`src/rtl/tlc_timer.sv`:
```
// Traffic-light interval timer: one saturating up-counter decoded into TS/TL, plus a conditioned car sensor.
// Optional build macro CAR_DEBOUNCE_EN adds a DB_CYCLES stability filter on the synchronized car input.
module tlc_timer #(
  parameter int CNT_W     = 8,
  parameter int TS_CYCLES = 4,
  parameter int TL_CYCLES = 16,
  parameter int DB_CYCLES = 3
) (
  input  logic clk,
  input  logic reset,
  input  logic ST,
  input  logic CAR_RAW,
  output logic TS,
  output logic TL,
  output logic C,
  output logic BUSY
);

  if (TS_CYCLES < 1 || TS_CYCLES >= TL_CYCLES || DB_CYCLES < 1 ||
      longint'(TL_CYCLES) > ((longint'(1) << CNT_W) - longint'(1))) begin : g_param_err
    $error("tlc_timer: illegal parameter combination");
  end

  localparam logic [CNT_W-1:0] TS_VAL = CNT_W'(TS_CYCLES);
  localparam logic [CNT_W-1:0] TL_VAL = CNT_W'(TL_CYCLES);

  logic [CNT_W-1:0] cnt;
  logic             car_q1;
  logic             car_s;

  // Reset release behaves like an ST sample: counting begins from 0 on the first edge.
  always_ff @(posedge clk or negedge reset) begin
    if (!reset) begin
      cnt <= '0;
    end else if (ST) begin
      cnt <= '0;
    end else if (cnt < TL_VAL) begin
      cnt <= cnt + 1'b1;
    end
  end

  assign TS   = (cnt >= TS_VAL);
  assign TL   = (cnt == TL_VAL);
  assign BUSY = ~TL;

  always_ff @(posedge clk or negedge reset) begin
    if (!reset) begin
      car_q1 <= 1'b0;
      car_s  <= 1'b0;
    end else begin
      car_q1 <= CAR_RAW;
      car_s  <= car_q1;
    end
  end

`ifdef CAR_DEBOUNCE_EN
  localparam int DB_W = (DB_CYCLES > 1) ? $clog2(DB_CYCLES) : 1;
  localparam logic [DB_W-1:0] DB_RELOAD = DB_W'(DB_CYCLES - 1);

  logic [DB_W-1:0] db_cnt;
  logic            car_c;

  // Down-counter runs only while car_s disagrees with C; terminal count commits the new value.
  always_ff @(posedge clk or negedge reset) begin
    if (!reset) begin
      db_cnt <= DB_RELOAD;
      car_c  <= 1'b0;
    end else if (car_s == car_c) begin
      db_cnt <= DB_RELOAD;
    end else if (db_cnt == '0) begin
      car_c  <= car_s;
      db_cnt <= DB_RELOAD;
    end else begin
      db_cnt <= db_cnt - 1'b1;
    end
  end

  assign C = car_c;
`else
  assign C = car_s;
`endif

endmodule

```
`config.mk`:
```
export PLATFORM = sky130hd
export DESIGN_NAME = tlc_timer
export DESIGN_NICKNAME = d
export VERILOG_FILES = /design/src/rtl/tlc_timer.sv
export SDC_FILE = /design/constraint.sdc
export NUM_CORES = 1
export LEC_CHECK = 0
export CORE_AREA = 2 2 39 41
export CTS_CLUSTER_DIAMETER = 30
export DETAILED_ROUTE_END_ITERATION = 8
export DIE_AREA = 0 0 41 43
export PLACE_DENSITY = 0.64
export SKIP_CTS_REPAIR_TIMING = 1
export SLEW_MARGIN = 20
export SYNTH_ARGS = -nofsm -noshare
export SYNTH_HDL_FRONTEND = slang
export SYNTH_SLANG_ARGS = --single-unit
export TNS_END_PERCENT = 5
```
`constraint.sdc`:
```
create_clock -name clk -period 1.8 [get_ports clk]
set_input_delay 0.54 -clock clk [delete_from_list [all_inputs] [get_ports clk]]
set_output_delay 0.54 -clock clk [all_outputs]
set_load 0.02 [all_outputs]
```
==> metrics.md <==
| Metric | Value |
|---|---|
| Nets | 63 |
| CTS sink cnt | 10 |
| Failing checks | negative setup slack |
| Total wire length | 774 um |
| CTS buffer count | 3 |
| Most frequent cells in the layout | dfrtp_1, buf_4, nor2_1, clkdlybuf4s50_1 |
| Leak pwr | 0.308 nW |
| Clock transition at the registers of the reported paths | 0.05 ns |
| # DRC | 0 |
| Die Width | 41 um |
| Final Core Density | 44.3% |
| Slew Limit Fails | 0 |
| Share of cells above drive strength 1 | 32.7% |
| Max incr delay on CP | 0.54 ns |
| Row count | 14 |
| Die area | 1760 um^2 |
| Post-Syn Area | 445 um^2 |
| RSZ-0062 raised after global routing | true |
| Setup CP Type | flip-flop to output port |
| Outcome | finished with violations |
| CP max FO | 2 |
| Synth Instances | 39 |
| Startpoint Class | flip-flop |
| Required time of the critical path | 1.26 ns |
| Vias in the first global route | 328 |
| Largest net degree at the start of global routing | 11 |
| Die Height | 43 um |
| Max Root-Sink Buffers | 2 |
| Ys Warns | 0 |
| Critical Path Sink Type | output port |
| Final Critical Period | 2.20 ns |
| Initial Util | 32.2% |
| Max VDD drop | 0.000480 V |
| H-tree depth | 1 |
| Fmax | 455 MHz |
| Post-route worst setup slack | -0.396 ns |
| GPL Wtd Cong | 0.741 |
| Routed WL per cell | 10.9 um |
| 1st-iter DRT viols | 9 |
| Detailed Routing Iterations Pass 1 | 4 |
| Syn_area_per_cell | 11.4 um^2 |
| Endpoints failing setup | 3 |
| Syn nets | 45 |
| Clock Latency Late Sink | 0.26 ns |
| Post-synthesis sequential area ratio | 56.2% |
| Core Area | 1380 um^2 |
| Final ANT Viol Nets | 0 |
| PD cells | 719 nW/um^2 |
| Commonest non-fill, non-tap cell in the layout | dfrtp_1 |
| Headroom to the max-slew limit | 68.6% |
| Min-Delay Path Class | flip-flop to flip-flop |
| Io pins | 8 |
| Grt total ovfl | 0 |
| Slew @ Worst Pin | 0.467 ns |
| Slowest cell on the critical path | or4_4 |
| Final worst path period share | 122% |
| #FFs+latches synth | 10 |
| CTS root buf | clkbuf_4 |
| Fin. Hold Viols | 0 |
| Vias | 343 |
| Place WS | -0.567 ns |
| Antenna Diode Count | 0 |
| Distinct cell type count after synthesis | 18 |
| Maxcap violations | 0 |
| Global-route wire length before repair | 1280 um |
| Initial antenna violation count | 0 |
| Worst EP arrival | 1.66 ns |
| Total track usage | 11.5% |
| Port bufs | 7 |
| CTS tree | yes |
| Critical path, cell by cell | or4_4 > or3_4 > buf_6 |
| Vias per inst | 4.83 |
| Area Overhead vs Synth | 37.6% |
| Setup Skew | 0.00817 ns |
| Dpl hpwl | 588 um |
-- cell usage after synthesis --
cell type | number | area, um^2
dfrtp_1 | 10 | 250
nor2_1 | 5 | 18.8
inv_1 | 3 | 11.3
nor2b_1 | 3 | 18.8
a21oi_1 | 2 | 10.0
and3_1 | 2 | 12.5
ha_1 | 2 | 25.0
nand3_1 | 2 | 10.0
a21o_1 | 1 | 7.51
a31o_1 | 1 | 8.76
a41oi_1 | 1 | 8.76
clkbuf_1 | 1 | 3.75
mux2i_1 | 1 | 10.0
nand2b_1 | 1 | 6.26
nor4_4 | 1 | 21.3
or3_1 | 1 | 6.26
or4_1 | 1 | 7.51
xnor2_1 | 1 | 8.76
-- logic make-up (layout without fill, tap and decap cells) --
family | Yosys count | in the layout | share of synthesized area (%)
mux | 1 | 1 | 2.25
compound gates | 5 | 5 | 7.87
fa+ha+maj | 2 | 2 | 5.62
simple gates | 16 | 16 | 22.8
buf+inv | 4 | 20 | 3.37
flops | 10 | 10 | 56.2
xor+xnor | 1 | 1 | 1.97
-- layer usage --
metal,global-route usage [%],vias to the layer above,routed length (um)
met5,0,-,0
met4,10.0,0,24
met3,4.71,3,36
met2,14.7,9,343
met1,14.1,164,369
li1,-,167,-
-- through the flow --
step                TNS, ns  area, um^2  total power [mW]  hold slack, ns  cells
finish               -0.979         613             0.441           0.353     71
global route          -1.16         613             0.466           0.359     71
CTS                   -2.38         613             0.446           0.356     71
detailed placement    -1.52         591             0.297           0.343     68
global placement      -1.44         591             0.296           0.334     68
floorplan           -0.0622         452             0.267           0.244     39
-- area by class of cell --
type	count	area (um^2)
fillers	135	771
flip-flops and latches	10	250
multi-input cells	25	193
repair buffers	14	116
clock buffers	3	22.5
well taps	16	20.0
inverters	3	11.3
-- worst max-delay path, delay by kind of cell, from the launching register on --
kind          cells  cell delay (ns)
buf+inv           1             0.14
flops             1             0.38
simple gates      2             0.88
-- sequential cells by signal (all words and copies together), names as in the netlist --
name,flops
cnt,8
C,1
car_q1,1
-- power breakdown --
group	leakage [nW]	internal, mW	switching (mW)
clock	0.0138	0.0769	0.0692
combinational	0.161	0.0316	0.0273
sequential	0.133	0.233	0.00346
-- path summary, 6_finish.rpt --
path / from / to / slack, ns / cells after the start
setup / recovery: cnt[5] / TS / -0.40 / 3
hold reg to reg: car_q1 / C / 0.35 / 0
hold / removal: car_q1 / C / 0.35 / 0
min in group asynchronous: reset / cnt[1] / 0.59 / 1
setup reg to reg: cnt[4] / cnt[2] / 0.36 / 4
max in group asynchronous: reset / cnt[7] / 0.88 / 1
Note: power is estimated with default switching activity, not from simulation.
